===== src/rtl/aq_arb_pkg.sv =====
// Shared types and constants for the SDRAM arbiter between the download path and the Z80.
package aq_arb_pkg;

   localparam int SDRAM_AW = 25;
   localparam int DIO_AW   = 14;
   localparam int DATA_W   = 8;
   localparam int FIFO_W   = DIO_AW + DATA_W;

   localparam logic [SDRAM_AW-1:0] CART_BASE_DEF = 25'h00C000;
   localparam logic [1:0]          CART_REGION   = 2'b11;

   typedef enum logic [1:0] {
      ST_IDLE = 2'd0,
      ST_CPU  = 2'd1,
      ST_DIO  = 2'd2
   } arb_state_t;

endpackage


===== src/rtl/aq_arb_fifo.sv =====
// Download byte FIFO: {offset, data} entries, power-of-two depth, pointers wrap modulo depth.
module aq_arb_fifo #(
   parameter int DEPTH = 4,
   parameter int WIDTH = 22,
   localparam int PW = $clog2(DEPTH)
) (
   input  logic             i_clk,
   input  logic             i_reset_n,
   input  logic             i_push,
   input  logic [WIDTH-1:0] i_wdata,
   input  logic             i_pop,
   output logic [WIDTH-1:0] o_rdata,
   output logic             o_full,
   output logic             o_empty,
   output logic [PW:0]      o_count,
   output logic             o_drop
);

   logic [WIDTH-1:0] r_mem [DEPTH];
   logic [PW-1:0]    r_wptr;
   logic [PW-1:0]    r_rptr;
   logic [PW:0]      r_count;
   logic             w_push;
   logic             w_pop;

   assign o_full  = (r_count == (PW+1)'(DEPTH));
   assign o_empty = (r_count == '0);
   assign o_count = r_count;
   assign o_rdata = r_mem[r_rptr];

   // A pop in the same cycle frees the slot, so a push into a full FIFO still lands.
   assign w_pop  = i_pop & ~o_empty;
   assign w_push = i_push & (~o_full | w_pop);
   assign o_drop = i_push & ~w_push;

   always_ff @(posedge i_clk) begin
      if (w_push) begin
         r_mem[r_wptr] <= i_wdata;
      end
   end

   always_ff @(posedge i_clk) begin
      if (!i_reset_n) begin
         r_wptr  <= '0;
         r_rptr  <= '0;
         r_count <= '0;
      end else begin
         if (w_push) begin
            r_wptr <= r_wptr + PW'(1);
         end
         if (w_pop) begin
            r_rptr <= r_rptr + PW'(1);
         end
         case ({w_push, w_pop})
            2'b10:   r_count <= r_count + (PW+1)'(1);
            2'b01:   r_count <= r_count - (PW+1)'(1);
            default: r_count <= r_count;
         endcase
      end
   end

endmodule


===== src/rtl/aq_sdram_arbiter.sv =====
// Grants the single SDRAM port to the download FIFO or the Z80 external-memory path.
// Optional AQ_ARB_CART_WP_EN: CPU writes to the cartridge region are acknowledged but not forwarded.
//
// state | meaning
// IDLE  | arbitrate; issue the request for the granted requester
// CPU   | CPU transaction outstanding, wait for mem_ack
// DIO   | download write outstanding, wait for mem_ack
module aq_sdram_arbiter
   import aq_arb_pkg::*;
#(
   parameter int                  FIFO_DEPTH = 4,
   parameter logic [SDRAM_AW-1:0] CART_BASE  = CART_BASE_DEF
) (
   input  logic                i_clk,
   input  logic                i_reset_n,
   input  logic                i_dio_wr,
   input  logic [DIO_AW-1:0]   i_dio_addr,
   input  logic [DATA_W-1:0]   i_dio_data,
   output logic                o_dio_full,
   output logic                o_dio_overflow,
   input  logic                i_cpu_req,
   input  logic                i_cpu_we,
   input  logic [15:0]         i_cpu_addr,
   input  logic [DATA_W-1:0]   i_cpu_din,
   output logic                o_cpu_ack,
   output logic [DATA_W-1:0]   o_cpu_q,
   output logic                o_mem_req,
   output logic                o_mem_we,
   output logic [SDRAM_AW-1:0] o_mem_addr,
   output logic [DATA_W-1:0]   o_mem_din,
   input  logic                i_mem_ack,
   input  logic [DATA_W-1:0]   i_mem_q,
   output logic                o_busy
);

   localparam int CW = $clog2(FIFO_DEPTH) + 1;

   arb_state_t          r_state, w_state_nxt;
   logic                r_mem_req, w_mem_req_nxt;
   logic                r_mem_we, w_mem_we_nxt;
   logic [SDRAM_AW-1:0] r_mem_addr, w_mem_addr_nxt;
   logic [DATA_W-1:0]   r_mem_din, w_mem_din_nxt;
   logic                r_cpu_ack, w_cpu_ack_nxt;
   logic [DATA_W-1:0]   r_cpu_q, w_cpu_q_nxt;
   logic                r_wp, w_wp_nxt;
   logic                r_overflow;

   logic                w_fifo_full;
   logic                w_fifo_empty;
   logic [CW-1:0]       w_fifo_count;
   logic                w_fifo_pop;
   logic                w_fifo_drop;
   logic [FIFO_W-1:0]   w_fifo_head;
   logic                w_wp_hit;

   aq_arb_fifo #(
      .DEPTH (FIFO_DEPTH),
      .WIDTH (FIFO_W)
   ) u_fifo (
      .i_clk     (i_clk),
      .i_reset_n (i_reset_n),
      .i_push    (i_dio_wr),
      .i_wdata   ({i_dio_addr, i_dio_data}),
      .i_pop     (w_fifo_pop),
      .o_rdata   (w_fifo_head),
      .o_full    (w_fifo_full),
      .o_empty   (w_fifo_empty),
      .o_count   (w_fifo_count),
      .o_drop    (w_fifo_drop)
   );

`ifdef AQ_ARB_CART_WP_EN
   assign w_wp_hit = i_cpu_we && (i_cpu_addr[15:14] == CART_REGION);
`else
   assign w_wp_hit = 1'b0;
`endif

   always_comb begin
      w_state_nxt    = r_state;
      w_mem_req_nxt  = r_mem_req;
      w_mem_we_nxt   = r_mem_we;
      w_mem_addr_nxt = r_mem_addr;
      w_mem_din_nxt  = r_mem_din;
      w_cpu_ack_nxt  = 1'b0;
      w_cpu_q_nxt    = r_cpu_q;
      w_wp_nxt       = r_wp;
      w_fifo_pop     = 1'b0;
      case (r_state)
         ST_IDLE: begin
            // A full FIFO outranks the CPU so downloads cannot be starved into overflow.
            if (w_fifo_full || (!i_cpu_req && !w_fifo_empty)) begin
               w_state_nxt    = ST_DIO;
               w_mem_req_nxt  = 1'b1;
               w_mem_we_nxt   = 1'b1;
               w_mem_addr_nxt = CART_BASE + SDRAM_AW'(w_fifo_head[FIFO_W-1:DATA_W]);
               w_mem_din_nxt  = w_fifo_head[DATA_W-1:0];
            end else if (i_cpu_req) begin
               w_state_nxt = ST_CPU;
               if (w_wp_hit) begin
                  w_wp_nxt = 1'b1;
               end else begin
                  w_mem_req_nxt  = 1'b1;
                  w_mem_we_nxt   = i_cpu_we;
                  w_mem_addr_nxt = {9'd0, i_cpu_addr};
                  w_mem_din_nxt  = i_cpu_din;
               end
            end
         end
         ST_CPU: begin
            if (r_wp) begin
               w_wp_nxt      = 1'b0;
               w_cpu_ack_nxt = 1'b1;
               w_state_nxt   = ST_IDLE;
            end else if (i_mem_ack) begin
               w_mem_req_nxt = 1'b0;
               w_cpu_ack_nxt = 1'b1;
               if (!r_mem_we) begin
                  w_cpu_q_nxt = i_mem_q;
               end
               w_state_nxt = ST_IDLE;
            end
         end
         ST_DIO: begin
            if (i_mem_ack) begin
               w_mem_req_nxt = 1'b0;
               w_fifo_pop    = 1'b1;
               w_state_nxt   = ST_IDLE;
            end
         end
         default: begin
            w_state_nxt   = ST_IDLE;
            w_mem_req_nxt = 1'b0;
         end
      endcase
   end

   always_ff @(posedge i_clk) begin
      if (!i_reset_n) begin
         r_state    <= ST_IDLE;
         r_mem_req  <= 1'b0;
         r_mem_we   <= 1'b0;
         r_mem_addr <= '0;
         r_mem_din  <= '0;
         r_cpu_ack  <= 1'b0;
         r_cpu_q    <= 8'h00;
         r_wp       <= 1'b0;
         r_overflow <= 1'b0;
      end else begin
         r_state    <= w_state_nxt;
         r_mem_req  <= w_mem_req_nxt;
         r_mem_we   <= w_mem_we_nxt;
         r_mem_addr <= w_mem_addr_nxt;
         r_mem_din  <= w_mem_din_nxt;
         r_cpu_ack  <= w_cpu_ack_nxt;
         r_cpu_q    <= w_cpu_q_nxt;
         r_wp       <= w_wp_nxt;
         r_overflow <= r_overflow | w_fifo_drop;
      end
   end

   assign o_mem_req      = r_mem_req;
   assign o_mem_we       = r_mem_we;
   assign o_mem_addr     = r_mem_addr;
   assign o_mem_din      = r_mem_din;
   assign o_cpu_ack      = r_cpu_ack;
   assign o_cpu_q        = r_cpu_q;
   assign o_dio_full     = w_fifo_full;
   assign o_dio_overflow = r_overflow;
   assign o_busy         = (r_state != ST_IDLE) || (w_fifo_count != '0);

endmodule


===== config.mk =====
export PLATFORM = sky130hd
export DESIGN_NAME = aq_sdram_arbiter
export DESIGN_NICKNAME = d
export VERILOG_FILES = /design/src/rtl/aq_arb_pkg.sv /design/src/rtl/aq_arb_fifo.sv /design/src/rtl/aq_sdram_arbiter.sv
export SDC_FILE = /design/constraint.sdc
export NUM_CORES = 1
export LEC_CHECK = 0
export ABC_CLOCK_PERIOD_IN_PS = 4150
export BUFFER_PORTS_ARGS = -buffer_cell sky130_fd_sc_hd__buf_2
export CAP_MARGIN = 20
export CORE_MARGIN = 5
export CORE_UTILIZATION = 40
export CTS_CLUSTER_SIZE = 12
export DETAILED_ROUTE_END_ITERATION = 10
export MAX_ROUTING_LAYER = met4
export PLACE_DENSITY = 0.65
export SETUP_SLACK_MARGIN = 0.5
export SYNTH_ARGS = -nofsm -noshare
export SYNTH_HDL_FRONTEND = slang
export SYNTH_SLANG_ARGS = --single-unit

===== constraint.sdc =====
create_clock -name i_clk -period 4.15 [get_ports i_clk]
set_input_delay 0.2075 -clock i_clk [delete_from_list [all_inputs] [get_ports i_clk]]
set_output_delay 0.2075 -clock i_clk [all_outputs]
set_load 0.02 [all_outputs]

Word-level counts from Yosys, hierarchy flattened
Memory sizes are Yosys's and may differ from the RTL's. A register that Yosys moved wholly into a read port is not among the register bits.
Cells that the tools add are included.
Operators by class
  add/subtract/negate cells: 5
  equal/unequal tests: 7
  mux-type cells: 21
  bitwise logic cells: 9
  reductions and logical operators: 16
Operators with widths (number)
  25-bit 2-to-1 mux: 2
  16-bit by 14-bit adder with 17-bit output, first input constant: 1
  8-bit 2-to-1 mux: 2
  2-bit 2-to-1 mux: 5
  1-bit 2-to-1 mux: 9
  3-bit case mux with 2 select lines: 1
  2-bit AND reduction: 3
  2-bit nonzero test: 3
  2-bit by 1-bit adder with 2-bit output, second input constant: 2
  2-bit by 1-bit == test with 1-bit output, second input constant: 2
  2-bit == test, second input constant: 2
  1-bit NOT: 4
  2-bit case mux with 2 select lines: 1
  3-bit by 1-bit adder with 3-bit output, second input constant: 1
  1-bit bitwise AND: 3
  3-bit == test, second input constant: 1
  3-bit zero test: 1
  3-bit != test, second input constant: 1
  3-bit AND reduction: 1
  3-bit nonzero test: 1
  3-bit by 1-bit subtractor with 3-bit output, second input constant: 1
  1-bit zero test: 2
  2-bit zero test: 1
  1-bit logical OR: 2
  5 further kinds: 6
Word-level totals
  flip-flop bits (word level): 54
  bits in writable memories: 88
  output and inout bits: 47
  memories kept: 1
Memories
  u_fifo.r_mem: depth 4, bits a word 22, rd ports 1, clocked after Yosys merged registers in 1, write ports 1, line aq_arb_fifo.sv:19  | logic [WIDTH-1:0] r_mem [DEPTH];

Depth between registers and ports, before layout
Gate-level depths: netlist (run 1).
  word-level depth: 8
  mapped depth: 11
  gate-level depth less buffers: 11

Cells and area by module
From an unflattened synthesis (run 1), not the netlist that was laid out.
Unflattened totals
  cells, all modules: 389
  area total of the unflattened synthesis: 5616.6 um^2
By module, submodules not included
  aq_arb_fifo: times used 1, cells each 182, area each 3746.1 um^2, seq. area each 2822.7 um^2
  aq_sdram_arbiter: times used 1, cells each 207, area each 1870.5 um^2, seq. area each 760.7 um^2

Worst setup path after synthesis (run 1)
Ideal clock, no wire load.
  path kind: reg2reg
  from: reg u_fifo.r_count[2], in the netlist u_fifo.o_count[2]
  to: reg u_fifo.r_count[2], in the netlist u_fifo.o_count[2]
  setup time: 0.076 ns
  data arrival time: 2.659 ns
  setup slack: 1.415 ns
  cell stages (with the launch flop): 10
  path through: dfxtp_1 > nor3b_1 > a21boi_1 > inv_1 > ha_1 > inv_1 > fa_1 > xor2_1 > or3_1 > a21boi_0
RTL lines
  from (decl): line aq_arb_fifo.sv:22  | logic [PW:0] r_count;
  from (signal assigned): line aq_arb_fifo.sv:55  | 2'b10: r_count <= r_count + (PW+1)'(1);
  from (signal assigned): line aq_arb_fifo.sv:56  | 2'b01: r_count <= r_count - (PW+1)'(1);
  from (signal assigned): line aq_arb_fifo.sv:57  | default: r_count <= r_count;
  3-bit == test (*): line aq_arb_fifo.sv:26  | assign o_full = (r_count == (PW+1)'(DEPTH));
  net o_dio_full: line aq_sdram_arbiter.sv:19  | output logic o_dio_full,
  1-bit NOT (*): line aq_arb_fifo.sv:33  | assign w_push = i_push & (~o_full | w_pop);
  1-bit OR (*): line aq_arb_fifo.sv:33
  1-bit bitwise AND (*): line aq_arb_fifo.sv:33
  2-bit by 1-bit == test with 1-bit output or 2-bit == test (tied branches): line aq_arb_fifo.sv:54  | case ({w_push, w_pop})
  3-bit case mux with 2 select lines or 2-bit nonzero test (tied branches)
The timed path passes the listed nets; every way through them passes the cells marked *.
A chain may end at the register's enable or synchronous reset.

Worst setup path in the final report (run 1)
  from: reg u_fifo.r_count[2], in the netlist u_fifo.o_count[2]
  to: reg u_fifo.r_count[2], in the netlist u_fifo.o_count[2]
Between the ends
  word-level cells in the longest chain between the ends: 7
Ends and longest elaborated chain
  3-bit zero test: line aq_arb_fifo.sv:27  | assign o_empty = (r_count == '0);
  1-bit NOT: line aq_arb_fifo.sv:32  | assign w_pop = i_pop & ~o_empty;
  1-bit bitwise AND: line aq_arb_fifo.sv:32
  1-bit OR: line aq_arb_fifo.sv:33
  1-bit bitwise AND: line aq_arb_fifo.sv:33
  2-bit by 1-bit == test with 1-bit output or 2-bit == test (tied branches): line aq_arb_fifo.sv:54
  3-bit case mux with 2 select lines or 2-bit nonzero test (tied branches)
Several ways; a longest one is shown, not always the timed one.

==> metrics, run 1 <==
largest net degree at the start of global routing=48; Routed WL=11.3 mm; reg-to-reg startpoint=u_fifo.o_count[2]; Post-DRT Antenna Nets=0; fraction of layout cells with a size suffix above 1=0.371; Hold Crit Class=in2reg; die area=0.0161 mm2; Hold EP=u_fifo.r_mem[0][8]; leakage=about 2.6 nW; Worst-Margin Slew=829 ps; worst-case clock buffer depth=2; Core Util, Final=0.519; Routed WL per cell=16.8 um; Row Count=42; Synth Cell Area=0.00545 mm2; routability congestion estimate=a little under 0.8; vias in the first global route=3401; Pins Over Slew Limit=0; Num Clock Sinks=roughly 140; CTS tree=yes; Worst EP required=4490 ps; worst rel slew slack=0.447; initial core utilization=0.410; unrepaired setup endpoints after global routing=false; number of primary I/O pins=107; worst IR drop on VDD=approximately 0.0004 V; initial detailed-routing violation count=169; M1 WL=5.00 mm; Seq cells post-synth=135; most common cell after layout, fill and taps aside=buf_2; Finished Layout Cells=672; # DRC=0; Distinct cells, synth=36; initial antenna violation count=0; grt ovf=0; flop2flop setup slack=around 1500 ps; top area cells in the synthesized netlist=edfxtp_1 (48%), dfxtp_1 (17%), mux4_2 (9.1%); Critical R2R Capture=u_fifo.o_count[2]; Syn-to-layout area delta=26.5%; DIE WIDTH=127 um; GRT Util Overall=0.152; met3 wire length=around 720 um; nets@finish=552; final critical-path required period=~2600 ps; DP HPWL=7.52 mm; power per cell area=around 570 mW/mm2; drt pass-1 iters=5; # hold bufs at CTS=13; clock latency on the worst-skew pair=420 ps; total of max-cap violations=0; hold path start=i_dio_addr[0]; critical path fanouts, max=7; crit path DAT=2950 ps; Ys Warns=0; Final Hold Viols=0; port bufs=97; Final Skew=roughly 6.5 ps; CORE AREA=0.0133 mm2; total power=3.93 mW; vias=3290; cell taking the most area after synthesis=edfxtp_1; H-Tree Depth=4; Tcrit/Tclk final=0.628; Worst Hold Path Cells=1; outcome=finished clean; highest routed layer=met4; syn avg cell area=14.8 um2; Setup Viol. Count Final=0; Die Y=between 100 and 150 um; Post-CTS Setup Inserts=0; TNS Setup=0 ps; max frequency=384 MHz; register clock-pin slew on the reported worst setup and hold paths=60 ps; sequential area share after synthesis=0.657; Synth top area share=0.485; number of diodes=0; Root Buffer=clkbuf_16; crit path kind=reg2reg; placed cell count=624; Detail Route met2 WL=5.46 mm; via density per instance=between 4 and 5; Mapped Cells=around 370; most frequent cells in the layout=buf_2 (97), edfxtp_1 (88), dfxtp_1 (46); Worst setup SP type=flip-flop; Crit. End Element=flip-flop; Worst Reg-to-Reg Cells=9; Resize count post-CTS=0; cts bufs inserted=17; first-pass GRT wire length=18.0 mm
kinds of logic after synthesis:
family	synth area share
DFF	0.657
AOI/OAI and AO/OA	0.0915
and+or+nand+nor	0.0709
buffers and inverters	0.0424
muxes	0.107
adders and majority gates	0.0220
xor gates and xnor gates	0.00803
other	0.000688
final cells by class:
type / count / area [um2]
clock buffers: 18 / 429
clock inverters: 14 / 199
fillers: 1131 / 6390
inverters: 9 / 33.8
multi-input cells: 203 / 1670
flip-flops and latches: 135 / 3580
well taps: 176 / 220
repair buffers: 117 / 762
synth_stat cells:
cell and count:
buf_6 6, nor2b_1 15, nand4_1 2, dfxtp_1 47
a21oi_2 20, buf_2 2, inv_1 9, o21ai_4 1
nor2_1 5, edfxtp_1 88, nand2_2 1, nor4_4 1
a221oi_2 1, buf_4 11, xnor2_1 4, and3_1 1
clkbuf_1 10, mux4_2 22, a21boi_1 1, a31oi_1 1
a21boi_0 1, fa_1 1, ha_1 8, nand2_1 26
a21oi_1 25, conb_1 1, xor2_1 1, o21ai_0 27
and2_1 9, o221a_2 1, nand3b_1 1, mux2i_1 9
nor3b_1 4, nor3_1 3, and2_4 1, or3_1 2
state kept, by name, indices dropped and copies added (netlist names), named ones only:
name / cells
u_fifo.r_mem: 88
u_fifo.r_rptr: 2
o_mem_req: 1
u_fifo.o_count: 3
o_mem_din: 8
o_mem_addr: 16
u_fifo.r_wptr: 2
o_mem_we: 1
r_state: 2
o_dio_overflow: 1
o_cpu_ack: 1
o_cpu_q: 8
critical path, cell delays in order, from the launching register on:
cell and delay, ps:
dfxtp_1 430, nor3b_1 350, a21boi_1 280, inv_1 110
ha_1 190, inv_1 70, fa_1 430, xor2_1 160
or3_1 310, a21boi_0 190
power breakdown:
group          internal [mW]  leakage [nW]  switching (mW)  total [mW]
Combinational          0.262          1.10           0.458       0.720
Clock                   1.01         0.282           0.572        1.58
Sequential              1.57          1.20          0.0603        1.63
layer usage:
layer	GRT usage	up-vias
li1	-	1574
met1	0.190	1606
met2	0.234	97
met3	0.0521	13
met4	0.0473	0
met5	-	-
worst max-delay path by stage:
stage | start | endpoint | slack, ps | depth (start not counted)
floorplan | u_fifo.o_count[2] | u_fifo.o_count[2] | 1420 | 9
global placement | r_state[0] | u_fifo.r_mem[1][10] | 1690 | 5
detailed placement | u_fifo.o_count[2] | u_fifo.o_count[2] | 1560 | 9
CTS | u_fifo.o_count[2] | u_fifo.o_count[2] | 1540 | 9
global route | u_fifo.o_count[2] | u_fifo.o_count[2] | 1390 | 9
finish | u_fifo.o_count[2] | u_fifo.o_count[2] | 1540 | 9
through the flow:
step	hold WS [ps]	instance area [um2]	setup slack, ps
floorplan	306	5480	1420
global route	3.64	6900	1390
CTS	0.174	6860	1540
finish	20.4	6900	1540
global placement	423	6000	1690
detailed placement	426	6110	1560
Power figures use the tool's default switching activity.
==> inputs of run 2 (changes only) <==
--- a/config.mk
+++ b/config.mk
@@ -5,7 +5,7 @@
 export SDC_FILE = /design/constraint.sdc
 export NUM_CORES = 1
 export LEC_CHECK = 0
-export ABC_CLOCK_PERIOD_IN_PS = 4150
+export ABC_CLOCK_PERIOD_IN_PS = 2200
 export BUFFER_PORTS_ARGS = -buffer_cell sky130_fd_sc_hd__buf_2
 export CAP_MARGIN = 20
 export CORE_MARGIN = 5
@@ -13,7 +13,7 @@
 export CTS_CLUSTER_SIZE = 12
 export DETAILED_ROUTE_END_ITERATION = 10
 export MAX_ROUTING_LAYER = met4
-export PLACE_DENSITY = 0.65
+export PLACE_DENSITY = 0.67
 export SETUP_SLACK_MARGIN = 0.5
 export SYNTH_ARGS = -nofsm -noshare
 export SYNTH_HDL_FRONTEND = slang
==> constraint.sdc (replaced) <==
create_clock -name i_clk -period 2.2 [get_ports i_clk]
set_input_delay 0.11 -clock i_clk [delete_from_list [all_inputs] [get_ports i_clk]]
set_output_delay 0.11 -clock i_clk [all_outputs]
set_load 0.02 [all_outputs]
==> run 2 against run 1 <==
  * Critical path depth increased by 2
  * Largest power group unchanged
  * Critical path type unchanged
  * Sequential share of layout area is 4.0 points lower
  * Cell area rose by 8.8%
  * Clock skew rose by 0.51 ps
==> metrics, run 2 (synthesis gave the netlist of run 1 again) <==
outcome=finished clean; Hold Crit Class=in2reg; fraction of layout cells with a size suffix above 1=0.420 (+0.0487); largest net degree at the start of global routing=48 (unchanged); initial core utilization=0.410 (unchanged); number of diodes=0 (unchanged); leakage=2.88 nW (+12%); TNS Setup=0 ps (unchanged); first-pass GRT wire length=19.6 mm (+9.0%); cts bufs inserted=17 (unchanged); grt ovf=0 (unchanged); Worst-Margin Slew=717 ps (-111 ps); reg-to-reg startpoint=r_state[0]; worst IR drop on VDD=0.000632 V (+61%); CORE AREA=0.0133 mm2 (unchanged); crit path kind=reg2reg; nets@finish=616 (+12%); initial detailed-routing violation count=276 (+63%); crit path DAT=2290 ps (-660 ps); total power=7.28 mW (+85%); final critical-path required period=1940 ps (-665 ps); number of primary I/O pins=107 (unchanged); worst rel slew slack=0.522 (+0.0743); Syn-to-layout area delta=37.7%; critical path fanouts, max=3 (-4); Post-DRT Antenna Nets=0 (unchanged); most frequent cells in the layout=buf_2 (96), edfxtp_1 (88), dlygate4sd3_1 (49); max FFs per register=88 (unchanged); Fillers=1039 (-8.1%); clock latency on the worst-skew pair=410 ps (about the same); most common cell after layout, fill and taps aside=buf_2; die area=0.0161 mm2 (unchanged); power per cell area=969 mW/mm2 (+70%); CTS tree=yes; routability congestion estimate=0.767 (-2.4%); drt pass-1 iters=4 (-1); Num Clock Sinks=135 (unchanged); Final Skew=7.00 ps (+0.505 ps); Critical R2R Capture=u_fifo.o_count[2]; Tcrit/Tclk final=0.883 (+0.255); CP Launch Point=r_state[0]; via density per instance=4.95 (+1.2%); Setup Viol. Count Final=0 (unchanged); total of max-cap violations=0 (unchanged); port bufs=97 (unchanged); initial antenna violation count=0 (unchanged); vias in the first global route=3820 (+12%); Worst EP required=2540 ps (-1950 ps); DIE WIDTH=127 um (unchanged); Worst Hold Path Cells=3 (+2); DP HPWL=7.83 mm (+4.1%); Crit. End Element=flip-flop; Pins Over Slew Limit=0 (unchanged); vias=3645 (+11%); unrepaired setup endpoints after global routing=true; H-Tree Depth=4 (unchanged); Routed WL=12.8 mm (+13%); # DRC=0 (unchanged); Hold EP=o_dio_overflow; worst-case clock buffer depth=2 (unchanged); max frequency=515 MHz (+34%); flop2flop setup slack=260 ps (-1290 ps); Worst Reg-to-Reg Cells=11 (+2); Row Count=42 (unchanged); Routed WL per cell=17.4 um (+3.5%); Root Buffer=clkbuf_16; register clock-pin slew on the reported worst setup and hold paths=60 ps (about the same); hold path start=i_dio_wr; Most flops, register=u_fifo.r_mem; GRT Util Overall=0.166 (+0.0143); Worst setup SP type=flip-flop; Die Y=127 um (unchanged); Final Hold Viols=0 (unchanged)
run 2: worst max-delay path, stage by stage, from the launching register on:
cell	delay (ps)
dfxtp_2	340
inv_2	50
ha_4	160
nand2_4	90
a21boi_2	70
inv_2	80
ha_4	140
inv_2	40
fa_2	320
xor2_1	160
or3_1	310
a21boi_1	120
run 2: cell type report:
type	instances	area, um2	area share
clock inverters	14	111	0.0148
clock buffers	18	429	0.0572
multi-input cells	204	1770	0.235
repair buffers	180	1350	0.179
inverters	9	36.3	0.00483
well taps	176	220	0.0293
flip-flops and latches	135	3600	0.480
run 2: how the worst max path moves through the flow:
stage	to	slack, ps	cells past startpoint
after floorplan	u_fifo.o_count[2]	120	9
after global placement	u_fifo.o_count[2]	140	10
after detailed placement	u_fifo.o_count[2]	60	10
after CTS	u_fifo.o_count[2]	280	11
after global routing	u_fifo.o_count[2]	190	11
final	u_fifo.o_count[2]	260	11
run 2: through the flow:
step	instance area, um2	utilization	worst slack, ps	hold WS, ps	instances
after floorplan	5510	-	120	209	376
after global placement	6160	0.463	141	322	636
after detailed placement	6160	0.463	58.4	329	636
after CTS	7330	0.551	276	1.53	727
after global routing	7510	0.565	186	14.6	736
final	7510	0.565	258	9.01	736
run 2: metal layers:
metal | global-route usage | up-vias | share of wire
met5 | - | - | 0
met4 | 0.0461 | 0 | 0.0036
met3 | 0.0546 | 2 | 0.055
met2 | 0.276 | 103 | 0.51
met1 | 0.195 | 1835 | 0.43
li1 | - | 1705 | -
run 2: what timing repair did:
item	4_1_cts	5_1_grt
hold endpoints to repair	115	0
endpoints found under the setup margin	91	91
resized for setup	22	24
hold buffers	49	0
cloned	1	1
pin swaps	8	4
setup buffers	9	8
run 2: report_power, final:
group          leakage [nW]  switching, mW  internal [mW]  total [mW]
Combinational          1.42          0.967          0.669        1.64
Clock                 0.260           1.02           1.53        2.56
Sequential             1.20          0.117           2.97        3.08
Total                  2.88           2.11           5.17        7.28
